===== config.mk =====
export PLATFORM = sky130hd
export DESIGN_NAME = accumulator_bank
export DESIGN_NICKNAME = d
export VERILOG_FILES = /design/src/rtl/accumulator_pkg.sv /design/src/rtl/accumulator_ram.sv /design/src/rtl/accumulator_bank.sv
export SDC_FILE = /design/constraint.sdc
export NUM_CORES = 1
export LEC_CHECK = 0
export BUFFER_PORTS_ARGS = -buffer_cell sky130_fd_sc_hd__buf_2
export CELL_PAD_IN_SITES_DETAIL_PLACEMENT = 1
export CELL_PAD_IN_SITES_GLOBAL_PLACEMENT = 1
export CORE_ASPECT_RATIO = 1.5
export CORE_UTILIZATION = 45
export CTS_BUF_LIST = sky130_fd_sc_hd__clkbuf_8 sky130_fd_sc_hd__clkbuf_16
export CTS_CLUSTER_SIZE = 12
export DETAILED_ROUTE_END_ITERATION = 16
export GPL_ROUTABILITY_DRIVEN = 0
export GPL_TIMING_DRIVEN = 0
export PLACE_DENSITY = 0.73
export SETUP_SLACK_MARGIN = 0.05
export SLEW_MARGIN = 20
export SYNTH_ARGS = -nofsm -noshare
export SYNTH_HDL_FRONTEND = slang
export SYNTH_SLANG_ARGS = --single-unit

===== constraint.sdc =====
create_clock -name clk -period 4.4 [get_ports clk]
set_clock_uncertainty 0.2 [all_clocks]
set_input_delay 0.44 -clock clk [delete_from_list [all_inputs] [get_ports clk]]
set_output_delay 0.44 -clock clk [all_outputs]
set_load 0.01 [all_outputs]

===== src/rtl/accumulator_pkg.sv =====
// Shared types, widths and the saturating adder used by the accumulator bank.
package accumulator_pkg;

    localparam int ACC_W = 8;
    localparam logic [1:0] MODE_8BIT = 2'b10;

    typedef enum logic [1:0] {
        ST_CLEAR,
        ST_ACCUM,
        ST_FLUSH,
        ST_DRAIN
    } state_e;

    typedef struct packed {
        logic                    sat;
        logic signed [ACC_W-1:0] val;
    } sat_sum_t;

    function automatic sat_sum_t sat_add(input logic signed [ACC_W-1:0] a,
                                         input logic signed [ACC_W-1:0] b);
        logic [ACC_W:0] wide;
        sat_sum_t       r;
        wide  = {a[ACC_W-1], a} + {b[ACC_W-1], b};
        // Overflow exactly when the extended sign disagrees with the result sign.
        r.sat = wide[ACC_W] ^ wide[ACC_W-1];
        if (!r.sat) begin
            r.val = wide[ACC_W-1:0];
        end else if (wide[ACC_W]) begin
            r.val = {1'b1, {(ACC_W-1){1'b0}}};
        end else begin
            r.val = {1'b0, {(ACC_W-1){1'b1}}};
        end
        return r;
    endfunction

endpackage


===== src/rtl/accumulator_ram.sv =====
// 1R/1W accumulator storage; read data registered one cycle after rd_en_i, held otherwise.
// No read-during-write ordering is guaranteed; the caller forwards around same-edge hazards.
module accumulator_ram #(
    parameter int ENTRY_COUNT = 16,
    parameter int ADDR_WIDTH  = $clog2(ENTRY_COUNT),
    parameter int DATA_W      = 8
) (
    input  logic                  clk,
    input  logic                  wr_en_i,
    input  logic [ADDR_WIDTH-1:0] wr_addr_i,
    input  logic [DATA_W-1:0]     wr_dat_i,
    input  logic                  rd_en_i,
    input  logic [ADDR_WIDTH-1:0] rd_addr_i,
    output logic [DATA_W-1:0]     rd_dat_o
);

    logic [DATA_W-1:0] mem_q [ENTRY_COUNT];
    logic [DATA_W-1:0] rd_dat_q;

    always_ff @(posedge clk) begin
        if (wr_en_i) begin
            mem_q[wr_addr_i] <= wr_dat_i;
        end
        if (rd_en_i) begin
            rd_dat_q <= mem_q[rd_addr_i];
        end
    end

    assign rd_dat_o = rd_dat_q;

endmodule


===== src/rtl/accumulator_bank.sv =====
// Saturating 8-bit accumulator bank: strobe -> RAM updated 2 cycles later, drain streams every entry.
// Writes accepted only in ACCUM; drain output holds while drain_ready is low and prefetches one entry ahead.
module accumulator_bank
    import accumulator_pkg::*;
#(
    parameter int ENTRY_COUNT = 16,
    parameter int ADDR_WIDTH  = $clog2(ENTRY_COUNT)
) (
    input  logic                    clk,
    input  logic                    reset,
    input  logic [1:0]              bitwidth,
    input  logic                    buffer_write_enable,
    input  logic [7:0]              buffer_row_write,
    input  logic [7:0]              buffer_column_write,
    input  logic signed [ACC_W-1:0] buffer_data_write,
    output logic                    bank_ready,
    input  logic                    drain_start,
    output logic                    drain_valid,
    input  logic                    drain_ready,
    output logic signed [ACC_W-1:0] drain_data,
    output logic [ADDR_WIDTH-1:0]   drain_index,
    output logic                    drain_last,
    output logic                    sat_flag,
    output logic                    drop_flag,
    output logic                    range_flag
);

    localparam logic [ADDR_WIDTH-1:0] LAST_IDX  = ADDR_WIDTH'(ENTRY_COUNT - 1);
    localparam logic [ADDR_WIDTH:0]   FETCH_END = (ADDR_WIDTH + 1)'(ENTRY_COUNT);

    state_e                  state_q, state_d;
    logic [ADDR_WIDTH-1:0]   clr_idx_q, clr_idx_d;
    logic                    s1_vld_q, s1_vld_d;
    logic [ADDR_WIDTH-1:0]   s1_idx_q, s1_idx_d;
    logic signed [ACC_W-1:0] s1_dat_q, s1_dat_d;
    logic                    s2_vld_q, s2_vld_d;
    logic [ADDR_WIDTH-1:0]   s2_idx_q, s2_idx_d;
    logic signed [ACC_W-1:0] s2_sum_q, s2_sum_d;
    logic [ADDR_WIDTH:0]     fetch_idx_q, fetch_idx_d;
    logic                    pend_q, pend_d;
    logic [ADDR_WIDTH-1:0]   pend_idx_q, pend_idx_d;
    logic                    out_vld_q, out_vld_d;
    logic signed [ACC_W-1:0] out_dat_q, out_dat_d;
    logic [ADDR_WIDTH-1:0]   out_idx_q, out_idx_d;
    logic                    out_last_q, out_last_d;
    logic                    sat_q, sat_d, drop_q, drop_d, range_q, range_d;

    logic [7:0]              entry;
    logic                    mode_ok, strobe_ok, in_range, accept;
    logic                    fwd, xfer, load, issue;
    logic signed [ACC_W-1:0] operand;
    sat_sum_t                sum;
    logic                    ram_wr_en, ram_rd_en;
    logic [ADDR_WIDTH-1:0]   ram_wr_addr, ram_rd_addr;
    logic [ACC_W-1:0]        ram_wr_dat, ram_rd_dat;
    logic                    unused_dbg;

    assign unused_dbg = ^buffer_column_write;

    assign entry      = buffer_row_write >> bitwidth;
    assign mode_ok    = (bitwidth == MODE_8BIT);
    assign bank_ready = (state_q == ST_ACCUM);
    assign strobe_ok  = bank_ready && buffer_write_enable && mode_ok;
    assign in_range   = 32'(entry) < 32'(ENTRY_COUNT);
    assign accept     = strobe_ok && in_range;

    // S2 holds the sum written on the same edge as the S1 read, so RAM data is stale on a match.
    assign fwd     = s2_vld_q && (s2_idx_q == s1_idx_q);
    assign operand = fwd ? s2_sum_q : $signed(ram_rd_dat);
    assign sum     = sat_add(operand, s1_dat_q);

    assign xfer  = out_vld_q && drain_ready;
    assign load  = pend_q && (!out_vld_q || xfer);
    assign issue = (state_q == ST_DRAIN) && (fetch_idx_q < FETCH_END) && (!pend_q || load);

    always_comb begin
        ram_rd_en   = accept;
        ram_rd_addr = entry[ADDR_WIDTH-1:0];
        ram_wr_en   = s1_vld_q;
        ram_wr_addr = s1_idx_q;
        ram_wr_dat  = sum.val;
        if (state_q == ST_CLEAR) begin
            ram_wr_en   = 1'b1;
            ram_wr_addr = clr_idx_q;
            ram_wr_dat  = '0;
        end else if (state_q == ST_DRAIN) begin
            ram_rd_en   = issue;
            ram_rd_addr = fetch_idx_q[ADDR_WIDTH-1:0];
            ram_wr_en   = xfer;
            ram_wr_addr = out_idx_q;
            ram_wr_dat  = '0;
        end
    end

    always_comb begin
        state_d   = state_q;
        clr_idx_d = clr_idx_q;
        case (state_q)
            ST_CLEAR: begin
                clr_idx_d = clr_idx_q + 1'b1;
                if (clr_idx_q == LAST_IDX) begin
                    clr_idx_d = '0;
                    state_d   = ST_ACCUM;
                end
            end
            ST_ACCUM: if (drain_start) state_d = ST_FLUSH;
            ST_FLUSH: if (!s1_vld_q && !s2_vld_q) state_d = ST_DRAIN;
            ST_DRAIN: if (xfer && out_last_q) state_d = ST_ACCUM;
            default:  state_d = ST_CLEAR;
        endcase

        s1_vld_d = accept;
        s1_idx_d = entry[ADDR_WIDTH-1:0];
        s1_dat_d = buffer_data_write;
        s2_vld_d = s1_vld_q;
        s2_idx_d = s1_idx_q;
        s2_sum_d = sum.val;

        fetch_idx_d = (state_q == ST_DRAIN) ? fetch_idx_q + (issue ? 1'b1 : 1'b0) : '0;
        pend_d      = issue ? 1'b1 : (load ? 1'b0 : pend_q);
        pend_idx_d  = issue ? fetch_idx_q[ADDR_WIDTH-1:0] : pend_idx_q;

        out_vld_d  = out_vld_q;
        out_dat_d  = out_dat_q;
        out_idx_d  = out_idx_q;
        out_last_d = out_last_q;
        if (load) begin
            out_vld_d  = 1'b1;
            out_dat_d  = $signed(ram_rd_dat);
            out_idx_d  = pend_idx_q;
            out_last_d = (pend_idx_q == LAST_IDX);
        end else if (xfer) begin
            out_vld_d = 1'b0;
        end

        sat_d   = sat_q || (s1_vld_q && sum.sat);
        range_d = range_q || (strobe_ok && !in_range);
        drop_d  = drop_q || (buffer_write_enable && (!bank_ready || !mode_ok));
    end

    always_ff @(posedge clk) begin
        if (reset) begin
            state_q     <= ST_CLEAR;
            clr_idx_q   <= '0;
            s1_vld_q    <= 1'b0;
            s1_idx_q    <= '0;
            s1_dat_q    <= '0;
            s2_vld_q    <= 1'b0;
            s2_idx_q    <= '0;
            s2_sum_q    <= '0;
            fetch_idx_q <= '0;
            pend_q      <= 1'b0;
            pend_idx_q  <= '0;
            out_vld_q   <= 1'b0;
            out_dat_q   <= '0;
            out_idx_q   <= '0;
            out_last_q  <= 1'b0;
            sat_q       <= 1'b0;
            drop_q      <= 1'b0;
            range_q     <= 1'b0;
        end else begin
            state_q     <= state_d;
            clr_idx_q   <= clr_idx_d;
            s1_vld_q    <= s1_vld_d;
            s1_idx_q    <= s1_idx_d;
            s1_dat_q    <= s1_dat_d;
            s2_vld_q    <= s2_vld_d;
            s2_idx_q    <= s2_idx_d;
            s2_sum_q    <= s2_sum_d;
            fetch_idx_q <= fetch_idx_d;
            pend_q      <= pend_d;
            pend_idx_q  <= pend_idx_d;
            out_vld_q   <= out_vld_d;
            out_dat_q   <= out_dat_d;
            out_idx_q   <= out_idx_d;
            out_last_q  <= out_last_d;
            sat_q       <= sat_d;
            drop_q      <= drop_d;
            range_q     <= range_d;
        end
    end

    accumulator_ram #(
        .ENTRY_COUNT (ENTRY_COUNT),
        .ADDR_WIDTH  (ADDR_WIDTH),
        .DATA_W      (ACC_W)
    ) u_ram (
        .clk       (clk),
        .wr_en_i   (ram_wr_en),
        .wr_addr_i (ram_wr_addr),
        .wr_dat_i  (ram_wr_dat),
        .rd_en_i   (ram_rd_en),
        .rd_addr_i (ram_rd_addr),
        .rd_dat_o  (ram_rd_dat)
    );

    assign drain_valid = out_vld_q;
    assign drain_data  = out_dat_q;
    assign drain_index = out_idx_q;
    assign drain_last  = out_last_q;
    assign sat_flag    = sat_q;
    assign drop_flag   = drop_q;
    assign range_flag  = range_q;

endmodule

[Word level (Yosys, flattened, before mapping)]
Memories as Yosys holds them, arrays and structs flattened. A register that Yosys moved wholly into a read port is not among the register bits.
Index checks and enable logic that the tools add are counted.
Operators by class
  add/subtract/negate cells: 3
  order comparisons: 2
  equality and inequality tests: 11
  shift-type cells: 1
  mux-type cells: 26
  bitwise logic cells: 2
  reductions and logical operators: 31
Operator list (number)
  two-way mux 8 bit: 5
  two-way mux 4 bit: 5
  logical AND 1 bit: 13
  two-way mux 1 bit: 11
  adder 8 x 8 -> 9 bit: 1
  equality test 4 bit (second input constant): 2
  less-than comparator 8 x 5 -> 1 bit (second input constant): 1
  two-way mux 2 bit: 4
  one-hot mux 2 bit (4 select lines): 1
  right shift 8 x 2 -> 8 bit: 1
  zero test 1 bit: 7
  equality test 2 bit (second input constant): 3
  logical OR 1 bit: 6
  inequality test 2 x 1 -> 1 bit (second input constant): 3
  adder 5 x 1 -> 5 bit: 1
  less-than comparator 5 bit (second input constant): 1
  adder 4 x 1 -> 4 bit (second input constant): 1
  equality test 4 bit: 1
  AND reduction 4 bit: 1
  nonzero test 2 bit: 2
  equality test 2 x 1 -> 1 bit (second input constant): 1
  zero test 2 bit: 1
  inequality test 2 bit (second input constant): 1
  OR reduction 2 bit: 1
  other kinds (2): 2
Word-level totals
  bits in registers: 59
  memory bits (writable): 128
  bits of input ports: 31
  output and inout port bits: 18
  logic and storage cells: 95
  memories: 1
Memory list
  u_ram.mem_q: depth 16, bits a word 8, rd ports 1, clocked after Yosys merged registers in 1, write ports 1, RTL line accumulator_ram.sv:17  | logic [DATA_W-1:0] mem_q [ENTRY_COUNT];

[Longest topological paths before layout]
Gate-level depths: netlist of the first run.
  word-level depth: 8
  mapped depth: 14
  depth with buffers taken out: 13

[Modules after synthesis]
From an unflattened synthesis of the first run, not the netlist that was laid out.
Second synthesis, totals
  cell total of the unflattened synthesis: 568
  area, all modules: 8250.4 µm²
By module, submodules not included
  accumulator_ram: instances 1, cells an instance 229, area each 5227.5 µm², seq. area each 4083.9 µm²
  accumulator_bank: instances 1, cells an instance 339, area each 3022.9 µm², seq. area each 1181.1 µm²

[Worst setup path after synthesis of the first run]
OpenSTA, ideal clock, no wires.
  path kind: register to register
  start: reg s1_idx_q[1]
  end: mem u_ram.mem_q[0][6] (data pin)
  library setup time: 0.336 ns
  arrival time: 3.630 ns
  data required time: 3.864 ns
  path slack: 0.234 ns
  cell stages (with the launch flop): 14
  path buffers: 0
  clock period less this slack: 4.166 ns
  cells stage by stage: dfxtp_1 > inv_1 > a222oi_1 > nor4b_2 > mux2_2 > ha_1 > inv_1 > fa_1 > nor2b_1 > o311ai_0 > a22oi_1 > o32ai_1 > a221oi_1 > a21boi_0
Between the ends
  word-level cells in the longest chain between the ends: 8
  elaborated cells between the ends (all ways): 9
  classes of those cells: add/sub (1); eq/ne (1); mux (5); bitwise (1); reduce/logical (1)
Ends and longest elaborated chain
  start, declared: RTL line accumulator_bank.sv:34  | logic [ADDR_WIDTH-1:0] s1_idx_q, s1_idx_d;
  start signal, assigned: RTL line accumulator_bank.sv:165  | s1_idx_q <= s1_idx_d;
  equality test 4 bit (*): RTL line accumulator_bank.sv:68  | assign fwd = s2_vld_q && (s2_idx_q == s1_idx_q);
  logical AND 1 bit (*): RTL line accumulator_bank.sv:68
  two-way mux 8 bit (*): RTL line accumulator_bank.sv:69  | assign operand = fwd ? s2_sum_q : $signed(ram_rd_dat);
  adder 8 x 8 -> 9 bit (*): RTL line accumulator_pkg.sv:23  | wide = {a[ACC_W-1], a} + {b[ACC_W-1], b};
  two-way mux 8 bit / bitwise XOR 1 bit (equally long branches): RTL line accumulator_pkg.sv:28, accumulator_pkg.sv:25
  two-way mux 8 bit (*): RTL line accumulator_pkg.sv:26  | if (!r.sat) begin
  two-way mux 8 bit (*): RTL line accumulator_bank.sv:86  | end else if (state_q == ST_DRAIN) begin
  two-way mux 8 bit (*): RTL line accumulator_bank.sv:82  | if (state_q == ST_CLEAR) begin
  via ram_wr_dat[6]: RTL line accumulator_bank.sv:55  | logic [ACC_W-1:0] ram_wr_dat, ram_rd_dat;
  end, declared: RTL line accumulator_ram.sv:17
Mark *: on every way through the listed nets, which the timed path passes. The rest lies on a longest branch.

[Final worst setup path of the first run]
  start: reg s1_idx_q[1]
  end: mem u_ram.mem_q[6][5] (data pin)
The elaborated chain is that of the path after synthesis.

==> metrics.md, run 1 <==
| Metric | Value |
|---|---|
| Worst Path Buf+Inv | `2` |
| Die ar. | `19200 sq um` |
| Top cell type by total area after synthesis | `edfxtp_1` |
| P per Cell Area | `around 420 nW/um^2` |
| Outcome | `complete, no violations` |
| Part of the cycle the worst path needs | `a little over nine tenths` |
| Total congestion overflow | `0` |
| # fillers | `between 1500 and 2000` |
| CTS tree | `yes` |
| Crit path top cell by count | `mux2_2` |
| Maxcap violations | `0` |
| Syn Inst Count | `695` |
| Setup WS post-layout | `191 ps` |
| Ranking of synthesized cells by area | `edfxtp_1 (49%), dfxtp_1 (14%), mux2i_1 (4.8%), a21oi_1 (4.4%), nand2_1 (4.2%)` |
| Most frequent cells in the layout | `edfxtp_1 (136), nand2_1 (94), a21oi_1 (73)` |
| Worst setup EP type | `flop` |
| HPWL Detailed | `16300 microns` |
| Min cycle time layout | `4210 ps` |
| IO Count | `49` |
| Hold/Removal Path Class | `primary input to flop` |
| Layout Area Growth over Synthesis | `14.9%` |
| Final setup violation count | `0` |
| Row count | `60` |
| Worst slack, placed | `-570 ps` |
| Largest net degree at the start of global routing | `19` |
| Total Routing Usage GR | `24.5%` |
| Vias | `about 5800` |
| Vias in the first global route | `just over 6000` |
| Synth Area per Inst | `12.0 sq um` |
| Crit path max-delay family | `compound AO/OA/AOI/OAI gates` |
| First-pass DRT Iterations | `4` |
| CP max FO | `16` |
| Worst vdd ir | `0.000271 V` |
| Netlist Area Pre-Place | `8370 sq um` |
| Startpoint Class | `flop` |
| Final net count | `806` |
| P_leak | `3.60 nW` |
| Clock slew seen by the registers of the worst setup and hold paths | `70 ps` |
| Number of port buffers | `39` |
| Reg-to-Reg Start | `s1_idx_q[1]` |
| R2R Setup Slk | `between 150 and 200 ps` |
| Max-slew headroom at the worst pin | `28.1%` |
| RR Endpoint | `u_ram.mem_q[6][5]` |
| Final core occ | `53.1%` |
| Sink Count | `195` |
| Drt drc | `0` |
| CP peak stage delay | `420 ps` |
| Crit path depth | `12` |
| Avg WL per Cell | `22.0 microns` |
| Peak Freq | `0.238 GHz` |
| Critical path class | `flop to flop` |
| Yosys cell types | `61` |
| Clk buf depth | `2` |
| DIE HEIGHT | `169 microns` |
| DRT iter0 DRCs | `roughly 460` |
| Antenna Cells | `0` |
| Post-Syn Nets | `743` |
| First-pass GRT wire length | `between 30000 and 40000 microns` |
| Vias/cell | `5.68` |
| CP Launch Point | `s1_idx_q[1]` |
| Post-synthesis register bit count | `195` |
| CTS root buf | `clkbuf_16` |
| WP data arrival | `4250 ps` |
| Synth top area share | `48.8%` |
| Ys Warns | `0` |
| Drt total wl | `22400 microns` |
| Antenna-violating nets left | `0` |
| Crit path to | `u_ram.mem_q[6][5]` |
| H-tree depth | `4` |
| Setup TNS | `0 ps` |
| Initial antenna violation count | `0` |
| CP cell instances | `inv_1 -> a222oi_1 -> nor4b_4 -> buf_4 -> mux2_2 -> ha_1 -> a211oi_1 -> nor2_1 -> a41oi_2 -> mux2_2 -> a21boi_4 -> a31o_4` |
| Hold Violations, Final | `0` |
| Synth Flop Type | `edfxtp_1` |
| Reg2Reg Depth | `12` |
| Total CTS buffers | `17` |
| Asr flop ratio synth | `0%` |
| Commonest non-fill, non-tap cell in the layout | `edfxtp_1` |
| Slowest cell on crit path | `mux2_2` |
| Share of layout cells above drive strength 1 | `16.0%` |
| Pins Over Slew Limit | `0` |
| EDFF count, synth | `136` |
| CP Data Required Time | `4440 ps` |
| Post-synthesis sequential area ratio | `62.9%` |
| RSZ-0062 raised after global routing | `false` |
| Total placed cells including tap cells | `984` |
| Design Power | `about 4 mW` |
| Die Wd | `113 microns` |
| Worst-margin pin slew | `1070 ps` |
| Worst-Skew Late Latency | `440 ps` |
| Non-Filler Instances | `about 1000` |
| Initial Utilization | `~46%` |
| Core Area | `18100 sq um` |
==> final cells by class <==
type / count / area [sq um] / share of cell area [%]
clock inverter: 15 / 128 / 1.33
sequential: 195 / 5270 / 54.8
buffer: 31 / 149 / 1.55
timing repair buffer: 45 / 259 / 2.69
tap: 248 / 310 / 3.23
multi-input combinational: 450 / 3010 / 31.3
clock buffer: 17 / 425 / 4.43
inverter: 18 / 67.6 / 0.703
==> where the power goes <==
part | total [mW] | switching (mW) | internal (mW) | leakage [nW]
combinational | 0.508 | 0.344 | 0.163 | 1.50
clock | 1.47 | 0.729 | 0.741 | 0.277
sequential | 2.10 | 0.0309 | 2.07 | 1.82
total | 4.08 | 1.10 | 2.97 | 3.60
==> logic make-up after synthesis <==
kind of cell    after synthesis  share of synthesized area [%]
buf+inv                      51                           2.68
flops                       195                           62.9
fa+ha+maj                    17                           2.63
xor+xnor                      8                          0.837
simple gates                195                           10.4
mux                          55                           7.24
compound gates              174                           13.3
==> how the worst min path moves through the flow <==
| stage | end | slack [ps] | startpoint | depth (start not counted) |
|---|---|---|---|---|
| 2_1_floorplan | pend_idx_q[0] | 240 | fetch_idx_q[0] | 2 |
| 3_3_place_gp | drain_data[1] | 240 | drain_data[1] | 2 |
| 3_5_place_dp | drain_data[2] | 250 | drain_data[2] | 2 |
| 4_1_cts | s1_dat_q[4] | 2 | buffer_data_write[4] | 2 |
| 5_1_grt | s1_dat_q[4] | 10 | buffer_data_write[4] | 2 |
| 6_report | s1_dat_q[7] | 10 | buffer_data_write[7] | 2 |
==> registers in the layout, summed over array words and instances (netlist names), 2 cells and up <==
register        count
drain_index         4
fetch_idx_q         5
s1_idx_q            4
u_ram.rd_dat_o      8
s1_dat_q            8
s2_sum_q            8
state_q             2
clr_idx_q           4
pend_idx_q          4
u_ram.mem_q       128
drain_data          8
s2_idx_q            4
==> stage by stage <==
| stage | hold slack, ps | area (sq um) |
|---|---|---|
| after floorplan | 245 | 8370 |
| after global placement | 241 | 8870 |
| after detailed placement | 246 | 8920 |
| after CTS | 2.18 | 9560 |
| after global routing | 14.7 | 9610 |
| final | 11.9 | 9610 |
==> Yosys cell counts, types with 4 or more instances <==
library cell  count
mux2i_1          40
mux2_2           11
or2_2             4
a21oi_1          73
o21ai_0          13
a31o_1            5
dfxtp_1          59
edfxtp_1        136
nand3_1           7
o21ai_1           5
o31ai_1           6
nand2b_1          5
clkbuf_1         23
a221oi_1          9
xor2_1            4
a22oi_1          33
a21o_1            4
o21a_1            5
nor2b_1          20
inv_1            16
nand2_1          94
nor2_1           47
buf_2             5
ha_1             16
and3_1            4
xnor2_1           4
==> repair_timing <==
| action | CTS | global route |
|---|---|---|
| hold buffers | 1 | 0 |
| pin swaps | 0 | 1 |
| cloned | 0 | 1 |
| setup buffers | 3 | 0 |
| endpoints found under the hold margin | 1 | 0 |
| endpoints found under the setup margin | 114 | 114 |
| gates resized for setup | 13 | 8 |
==> routing by layer <==
| metal | up-vias | GRT usage, % | wire length, microns |
|---|---|---|---|
| li1 | 2690 | - | - |
| met1 | 2937 | 25.8 | 8490 |
| met2 | 108 | 46.1 | 12300 |
| met3 | 58 | 3.72 | 547 |
| met4 | 0 | 13.4 | 1140 |
| met5 | - | 0 | 0 |
Power figures use the tool's default switching activity.
==> run 2, diff against run 1 <==
SETUP_SLACK_MARGIN = 0.2   (was 0.05)
==> run 2 against run 1 <==
  * Setup slack improved by 180 ps
  * Cell count increased by 1.6%
  * Sequential share of layout area shrank 1.6 points
  * Flip-flop and latch count is the same
  * Clock-buffer cell count did not move
  * Hold slack better by 1.8 ps
  * Critical path type unchanged
==> metrics.md, run 2 (synthesis results as in run 1) <==
| Metric | Value |
|---|---|
| Outcome | `complete, no violations` |
| Hold/Removal Path Class | `primary input to flop` |
| Final setup violation count | `0` |
| CTS root buf | `clkbuf_16` |
| Antenna-violating nets left | `0` |
| Min cycle time layout | `4030 ps` |
| First-pass DRT Iterations | `5` |
| Row count | `60` |
| Worst-margin pin slew | `1030 ps` |
| HPWL Detailed | `around 16000 microns` |
| Core Area | `roughly 18000 sq um` |
| CTS tree | `yes` |
| Reg2Reg Depth | `16` |
| Worst-Skew Late Latency | `about 440 ps` |
| Hold Violations, Final | `0` |
| Pins Over Slew Limit | `0` |
| Total Routing Usage GR | `25.8%` |
| RSZ-0062 raised after global routing | `false` |
| Design Power | `4.11 mW` |
| Clock slew seen by the registers of the worst setup and hold paths | `70 ps` |
| Depth of the worst hold-timing path | `2` |
| Hold_ws | `13.7 ps` |
| Drt total wl | `23600 microns` |
| Vias | `5998` |
| WP data arrival | `4090 ps` |
| Vias in the first global route | `6346` |
| Avg WL per Cell | `roughly 23 microns` |
| Total CTS buffers | `17` |
| Part of the cycle the worst path needs | `91.7%` |
| Startpoint Class | `flop` |
| Die ar. | `19200 sq um` |
| Worst setup EP type | `flop` |
| Sink Count | `195` |
| Die Wd | `113 microns` |
| CP Data Required Time | `roughly 4500 ps` |
| # fillers | `1913` |
| P per Cell Area | `between 400 and 500 nW/um^2` |
| Vias/cell | `5.80` |
| Largest net degree at the start of global routing | `19` |
| Initial Utilization | `46.2%` |
| Largest reg by FF count | `u_ram.mem_q` |
| Dpl cell area | `8920 sq um` |
| Commonest non-fill, non-tap cell in the layout | `edfxtp_1` |
| P_leak | `approximately 3.7 nW` |
| Number of port buffers | `39` |
| Drt drc | `0` |
| DIE HEIGHT | `169 microns` |
| Layout Area Growth over Synthesis | `18.3%` |
| Initial antenna violation count | `0` |
| Share of layout cells above drive strength 1 | `19.3%` |
| Critical path class | `flop to flop` |
| Worst vdd ir | `about 0.00027 V` |
| Most frequent cells in the layout | `edfxtp_1 (136), nand2_1 (94), a21oi_1 (72)` |
| Clk buf depth | `2` |
| Final instance area | `9900 sq um` |
| First-pass GRT wire length | `36000 microns` |
| DRT iter0 DRCs | `489` |
| Total congestion overflow | `0` |
| Antenna Cells | `0` |
| IO Count | `49` |
| H-tree depth | `4` |
| Max reg flops | `128` |
| CP max FO | `11` |
| Peak Freq | `about 0.25 GHz` |
| Final net count | `822` |
| Maxcap violations | `0` |
| Max-slew headroom at the worst pin | `30.5%` |
-- run 2: cell type report --
| cell class | count | area [sq um] | share of cell area [%] |
|---|---|---|---|
| sequential | 195 | 5270 | 53.2 |
| multi-input combinational | 454 | 3180 | 32.1 |
| clock buffer | 17 | 425 | 4.30 |
| timing repair buffer | 55 | 350 | 3.54 |
| tap | 248 | 310 | 3.13 |
| buffer | 33 | 175 | 1.77 |
| clock inverter | 15 | 128 | 1.29 |
| inverter | 18 | 67.6 | 0.683 |
-- run 2: worst paths after layout --
kind	slack, ps	end	startpoint
min reg2reg	250	drain_data[0]	drain_data[0]
min	10	s1_dat_q[4]	buffer_data_write[4]
max	370	u_ram.mem_q[10][5]	s2_idx_q[0]
max reg2reg	370	u_ram.mem_q[10][5]	s2_idx_q[0]
-- run 2: layer usage --
layer  up-vias  track usage [%]  routed length (microns)
met5         -                0                        0
met4         0             14.5                     1120
met3        57             4.22                      860
met2       173             48.1                    12900
met1      3028             27.1                     8780
li1       2740                -                        -
-- run 2: where the power goes --
group / leakage, nW / total (mW) / switching (mW) / internal [mW]
logic: 1.60 / 0.541 / 0.362 / 0.179
clock network: 0.277 / 1.47 / 0.731 / 0.742
registers: 1.82 / 2.10 / 0.0318 / 2.07
-- run 2: what timing repair did --
action                                 CTS  global route
gates resized for setup                 25            27
cloned                                   5             0
setup endpoints to repair              120           114
hold buffers                             1             0
buffers inserted                         5             8
pin swaps                                4             7
endpoints found under the hold margin    1             0
-- run 2: stage by stage --
step                utilization (%)  setup TNS (ps)  cells  setup WS [ps]
global route                   54.7               0   1035            147
finish                         54.7               0   1035            366
CTS                            53.7               0   1027            200
global placement               49.0         -102960    982          -1430
floorplan                         -               0    695            234
detailed placement             49.3          -48140    984           -570
-- run 2: critical path: stages, from the launching register on --
cell	delay [ps]
dfxtp_1	310
inv_1	60
a222oi_1	310
nor4b_4	260
buf_6	170
buf_4	120
mux2_4	300
ha_4	170
inv_2	50
fa_2	210
nor2b_2	70
o31a_1	290
and3_1	200
a32oi_2	390
and3_4	270
buf_8	180
a31o_4	290
